File: src/rtl/tia_horizontal_counter.sv
// Horizontal line counter for a TIA-style video chip: counts biphase phi2 rises,
// derives registered sync/blank, and manages WSYNC/RSYNC/HMOVE requests.
module tia_horizontal_counter #(
  parameter int unsigned LINE_COUNTS = 57
) (
  input  logic       clk,
  input  logic       r,
  input  logic       phi1,
  input  logic       phi2,
  input  logic       rl,
  input  logic       wsync_req,
  input  logic       rsync_req,
  input  logic       hmove_req,
  output logic [5:0] hcount,
  output logic       hsync,
  output logic       hblank,
  output logic       rdy,
  output logic       line_start,
  output logic       phase_err
);

  localparam logic [5:0] LAST = 6'(LINE_COUNTS - 1);

  logic [5:0] hcount_q, hcount_d;
  logic       phi2_prev_q;
  logic       rsync_pend_q, rsync_pend_d;
  logic       hmove_pend_q, hmove_pend_d;
  logic       hmove_act_q, hmove_act_d;
  logic       rdy_q, rdy_d;
  logic       line_start_q, line_start_d;
  logic       phase_err_q, phase_err_d;
  logic       hsync_q, hsync_d;
  logic       hblank_q, hblank_d;
  logic       adv, wrap;

  always_comb begin
    adv  = phi2 & ~phi2_prev_q & ~rl;
    wrap = adv & (rsync_pend_q | (hcount_q == LAST));

    hcount_d = hcount_q;
    if (rl || wrap)
      hcount_d = '0;
    else if (adv)
      hcount_d = hcount_q + 6'd1;

    rsync_pend_d = (rsync_pend_q & ~adv) | rsync_req;
    // a request landing on the wrap edge survives into the next line
    hmove_pend_d = (hmove_pend_q & ~wrap) | hmove_req;

    hmove_act_d = hmove_act_q;
    if (wrap)
      hmove_act_d = hmove_pend_q;
    else if (adv && hcount_q == 6'd17)
      hmove_act_d = 1'b0;

    rdy_d = rdy_q;
    if (wsync_req && rdy_q)
      rdy_d = 1'b0;
    else if (wrap)
      rdy_d = 1'b1;

    line_start_d = wrap;
    phase_err_d  = phase_err_q | (phi1 & phi2);

    // decoded from next count so the registered outputs line up with hcount
    hsync_d  = (hcount_d >= 6'd4) && (hcount_d <= 6'd7);
    hblank_d = hcount_d <= (hmove_act_d ? 6'd17 : 6'd16);
  end

  always_ff @(posedge clk) begin
    if (r) begin
      hcount_q     <= '0;
      phi2_prev_q  <= 1'b0;
      rsync_pend_q <= 1'b0;
      hmove_pend_q <= 1'b0;
      hmove_act_q  <= 1'b0;
      rdy_q        <= 1'b1;
      line_start_q <= 1'b0;
      phase_err_q  <= 1'b0;
      hsync_q      <= 1'b0;
      hblank_q     <= 1'b1;
    end else begin
      hcount_q     <= hcount_d;
      phi2_prev_q  <= phi2;
      rsync_pend_q <= rsync_pend_d;
      hmove_pend_q <= hmove_pend_d;
      hmove_act_q  <= hmove_act_d;
      rdy_q        <= rdy_d;
      line_start_q <= line_start_d;
      phase_err_q  <= phase_err_d;
      hsync_q      <= hsync_d;
      hblank_q     <= hblank_d;
    end
  end

  assign hcount     = hcount_q;
  assign hsync      = hsync_q;
  assign hblank     = hblank_q;
  assign rdy        = rdy_q;
  assign line_start = line_start_q;
  assign phase_err  = phase_err_q;

endmodule

File: config.mk
export PLATFORM = sky130hd
export DESIGN_NAME = tia_horizontal_counter
export DESIGN_NICKNAME = d
export VERILOG_FILES = /design/src/rtl/tia_horizontal_counter.sv
export SDC_FILE = /design/constraint.sdc
export NUM_CORES = 1
export LEC_CHECK = 0
export ABC_AREA = 1
export CAP_MARGIN = 0
export CORE_MARGIN = 8
export CORE_UTILIZATION = 30
export DETAILED_ROUTE_END_ITERATION = 12
export GPL_TIMING_DRIVEN = 0
export HOLD_SLACK_MARGIN = 0.1
export SYNTH_ARGS = -nofsm -noshare
export SYNTH_HDL_FRONTEND = slang
export SYNTH_SLANG_ARGS = --single-unit
File: constraint.sdc
create_clock -name clk -period 2.9 [get_ports clk]
set_input_delay 0.435 -clock clk [delete_from_list [all_inputs] [get_ports clk]]
set_output_delay 0.435 -clock clk [all_outputs]
set_load 0.005 [all_outputs]
; ---- Word level (Yosys, flattened, before mapping)
; Cells that the tools add are included.
[word_totals]
inputBits = 8
output_inout_bits = 11
regBits = 15
[classes]
eq_ne = 2
bitwise = 14
n_addsub = 1
muxes = 7
reduce_logical = 5
n_lt_le_gt_ge = 3
[ops]
columns = op, n
row1 = two-way mux 6 bit, 2
row2 = "adder 6 x 1 -> 6 bit, second input constant", 1
row3 = AND 1 bit, 6
row4 = "== test 6 x 5 -> 1 bit, second input constant", 1
row5 = "== test 6 bit, second input constant", 1
row6 = ">= comparator 6 x 3 -> 1 bit, second input constant", 1
row7 = "less-or-equal comparator 6 x 3 -> 1 bit, second input constant", 1
row8 = less-or-equal comparator 6 x 5 -> 1 bit, 1
row9 = two-way mux 1 bit, 5
row10 = NOT 1 bit, 4
row11 = bitwise OR 1 bit, 4
row12 = logical AND 1 bit, 3
row13 = nonzero test 2 bit, 1
row14 = logical OR 1 bit, 1

; ---- Longest topological paths before layout
[logic_depth]
depth_word = 8
depth_mapped = 12
depth_no_buf = 12

; ---- Least setup slack after synthesis
; No wires, ideal clock.
[synth_path]
path_kind = reg-to-reg
startpoint = register hcount_q[0], in the netlist hcount[0]
endpoint = register hblank_q, in the netlist hblank
t_arrival_ns = 1.443
path_stages_with_launch = 12
setup_ns = 0.117
slack_ns = 1.340
required_time_ns = 2.783
period_less_slack_ns = 1.560
path_cell_list = dfxtp_1 inv_1 ha_1 inv_1 nor2_1 nand3_1 nand2_1 nand2_2 nand2_2 or2_4 nor2_1 a21oi_1
[synth_between]
elab_chain_cells = 6
[synth_rtl]
columns = element, line_no
row1 = "start, declared", 24  ; logic [5:0] hcount_q, hcount_d;
row2 = "start signal, assigned", 83  ; hcount_q <= hcount_d;
row3 = "parallel branches: the longest is 5 deep, another holds adder 6 x 1 -> 6 bit", -
row4 = less-or-equal comparator 6 x 5 -> 1 bit *, 67  ; hblank_d = hcount_d <= (hmove_act_d ? 6'd17 : 6'd16);
row5 = "end signal, assigned", 92  ; hblank_q <= hblank_d;
row6 = "end, declared", 33  ; logic hblank_q, hblank_d;
; Mark *: on every way between the ends.
; A chain may end at the register's enable or synchronous reset.

; ---- Worst setup path after layout
[layout_path]
startpoint = register hcount_q[0], in the netlist hcount[0]
endpoint = output port hcount[0]
[layout_lines]
columns = element, line_no
row1 = "end, declared", 14  ; output logic [5:0] hcount,
; No word-level cell between the ends.

==> results_dict.tcl <==
set metrics [dict create \
    overflow 0 \
    crit_chain "clkdlybuf4s50_1" \
    cts-root-buf "clkbuf_4" \
    wl_per_cell_microns 10.56 \
    final.setup.tns_ns 0 \
    cts_resized 0 \
    grt_max_degree 11 \
    grt_pass1_vias 706 \
    min_path_cells 2 \
    cts_buffer_depth 2 \
    ys_seq_elements 15 \
    drt.antenna.violating_nets 0 \
    rr_worst_depth 11 \
    path_buf_inv 1 \
    syn_area_sq_um 720.7 \
    holdWs_ns 0.4836 \
    clkSinkCount 15 \
    ys_seq_area_share_pct 41.67 \
    gp_congestion 0.7611 \
    period_minus_slack_ns 1.778 \
    status "finished clean" \
    first_pass_iters 4 \
    grt_antenna_before_repair 0 \
    hpwl_microns 1209 \
    ir_drop_v 0.0002432 \
    start_kind "flop" \
    slew_viol_final 0 \
    floorplan.initialDensity_pct 32.27 \
    syn2layout_area_growth_pct 33.68 \
    clk_latency_ns 0.28 \
    path_class "reg -> out" \
    maxSlewHeadroom_pct 72.12 \
    drc_errors 0 \
    slowest_delay_ns 0.57 \
    totalWireLength_microns 1552 \
    worst_ep_arrival_time_ns 1.34 \
    critPathSlowestCell "clkdlybuf4s50_1" \
    htreeDepth 1 \
    cts_buffers 3 \
    critical_path.top_delay_family "buffers and inverters" \
    yosysWarningCount 0 \
    endpoint_kind "output port" \
    die_area_sq_um 4227 \
    syn_inst 97 \
    place_inst 143 \
    io_buffer_count 18 \
    post_cts_buffers 0 \
    finalCritPeriodShare_pct 61.32 \
    ctsHoldBuffers 0 \
    finClkSkew_ns 0.001876 \
    die_w_microns 65.02 \
    synth.net_count 108 \
    avgSynthCellArea_sq_um 7.430 \
    track_usage_pct 8.427 \
    vias_per_cell 4.469 \
    grt_pass1_wl_microns 2842 \
    tightestPinTransition_ns 0.4181 \
    rsz0062_at_grt "no" \
    fp.coreArea_sq_um 2233 \
    clkTransAtPathRegs_ns 0.09 \
    drtIter0Drc 32 \
    final_cells 147 \
    cp.depth 1 \
    hold_violations 0 \
    drive_gt1_share_pct 9.244 \
    hold_path.class "reg -> reg" \
    drv_cap 0 \
    crit_required_ns 2.47 \
    core.rowCount 17 \
    ios 19 \
    die_h_microns 65.02 \
    path_max_fanout 8 \
    cellLeakagePower_uw 0.0004129 \
    fmaxAchievable_mhz 562.3 \
    vias 657 \
    nets 131 \
    cts_tree "done" \
    setup_violations 0 \
    synth.distinct_cells 19 \
    diodes 0 \
    power.density_nw_per_um2 390.5 \
]
==> cells by family (layout without fill, tap and decap cells) <==
family / count (synthesis) / in the layout / synth area share [%]
AND/OR/NAND/NOR: 50 / 50 / 31.77
adder cells (fa/ha/maj): 3 / 3 / 5.209
XOR/XNOR: 4 / 4 / 4.862
flip-flops: 15 / 15 / 41.67
AO/OA/AOI/OAI: 11 / 11 / 8.160
buffers and inverters: 14 / 36 / 8.332
==> final timing paths <==
check | slack [ns] | start | to
max | 1.12 | hcount[0] | hcount[0]
min | 0.48 | hmove_pend_q | hmove_pend_q
min reg2reg | 0.48 | hmove_pend_q | hmove_pend_q
max reg2reg | 1.14 | hcount[0] | hblank
==> area by class of cell <==
cell class	count	area, sq um
clock inverter	1	5.005
buffer	2	15.01
tap	28	35.03
sequential	15	300.3
fill	241	1270
clock buffer	3	22.52
inverter	12	45.04
timing repair buffer	18	180.2
multi-input combinational	68	360.3
==> routing by layer <==
layer / track usage, % / part of all wire, % / vias to the layer above
met5: 0 / 0 / -
met4: 5.722 / 1.7 / 0
met3: 2.577 / 6.8 / 4
met2: 13.54 / 46 / 16
met1: 9.369 / 45 / 288
li1: - / - / 349
==> where the power goes <==
part	total, uW	switching [uW]	internal (uW)
sequential	216	4.17	212
combinational	41.2	19.6	21.6
clock	119	67.7	51.2
total	376	91.5	285
==> synth_stat cells <==
cell type	count	area, sq um
nor2_2	1	6.260
a21oi_1	6	30.03
ha_1	3	37.54
nor2_1	16	60.06
xor2_1	3	26.28
nand3_1	4	20.02
nand2_1	21	78.83
buf_6	1	11.26
o21ai_0	4	20.02
inv_1	12	45.04
a21oi_2	1	8.760
dfxtp_1	15	300.3
or2_4	1	8.760
nand3b_1	1	7.510
clkbuf_1	1	3.750
nand4_1	3	18.77
nand2_2	2	12.51
xnor2_1	1	8.760
nor3_4	1	16.27
==> sequential cells by signal (all words and copies together) (netlist names) <==
| signal | count |
|---|---|
| hcount | 6 |
| hblank | 1 |
| hmove_act_q | 1 |
| hmove_pend_q | 1 |
| hsync | 1 |
| line_start | 1 |
| phase_err | 1 |
| phi2_prev_q | 1 |
| rdy | 1 |
| rsync_pend_q | 1 |
==> metrics by stage <==
stage	util [%]	cell area (sq um)	setup WS (ns)	power [uW]
floorplan	-	720.7	1.340	241.7
global placement	41.90	935.9	0.8488	261.7
detailed placement	41.90	935.9	0.8530	262.3
CTS	43.14	963.4	1.107	383.0
global route	43.14	963.4	0.9427	397.9
finish	43.14	963.4	1.122	376.2
==> layout by cell type (no fill, tap or decap) <==
master / netlist / layout
a21oi_1: 6 / 6
nor2_1: 16 / 16
xnor2_1: 1 / 1
clkbuf_4: 0 / 3
xor2_1: 3 / 3
nor3_4: 1 / 1
a21oi_2: 1 / 1
or2_4: 1 / 1
nand2_2: 2 / 2
nand3_1: 4 / 4
nor2_2: 1 / 1
o21ai_0: 4 / 4
nand3b_1: 1 / 1
nand2_1: 21 / 21
nand4_1: 3 / 3
clkinv_2: 0 / 1
clkbuf_1: 1 / 1
buf_6: 1 / 1
clkdlybuf4s50_1: 0 / 18
dfxtp_1: 15 / 15
ha_1: 3 / 3
inv_1: 12 / 12
Note: power is estimated with default switching activity, not from simulation.
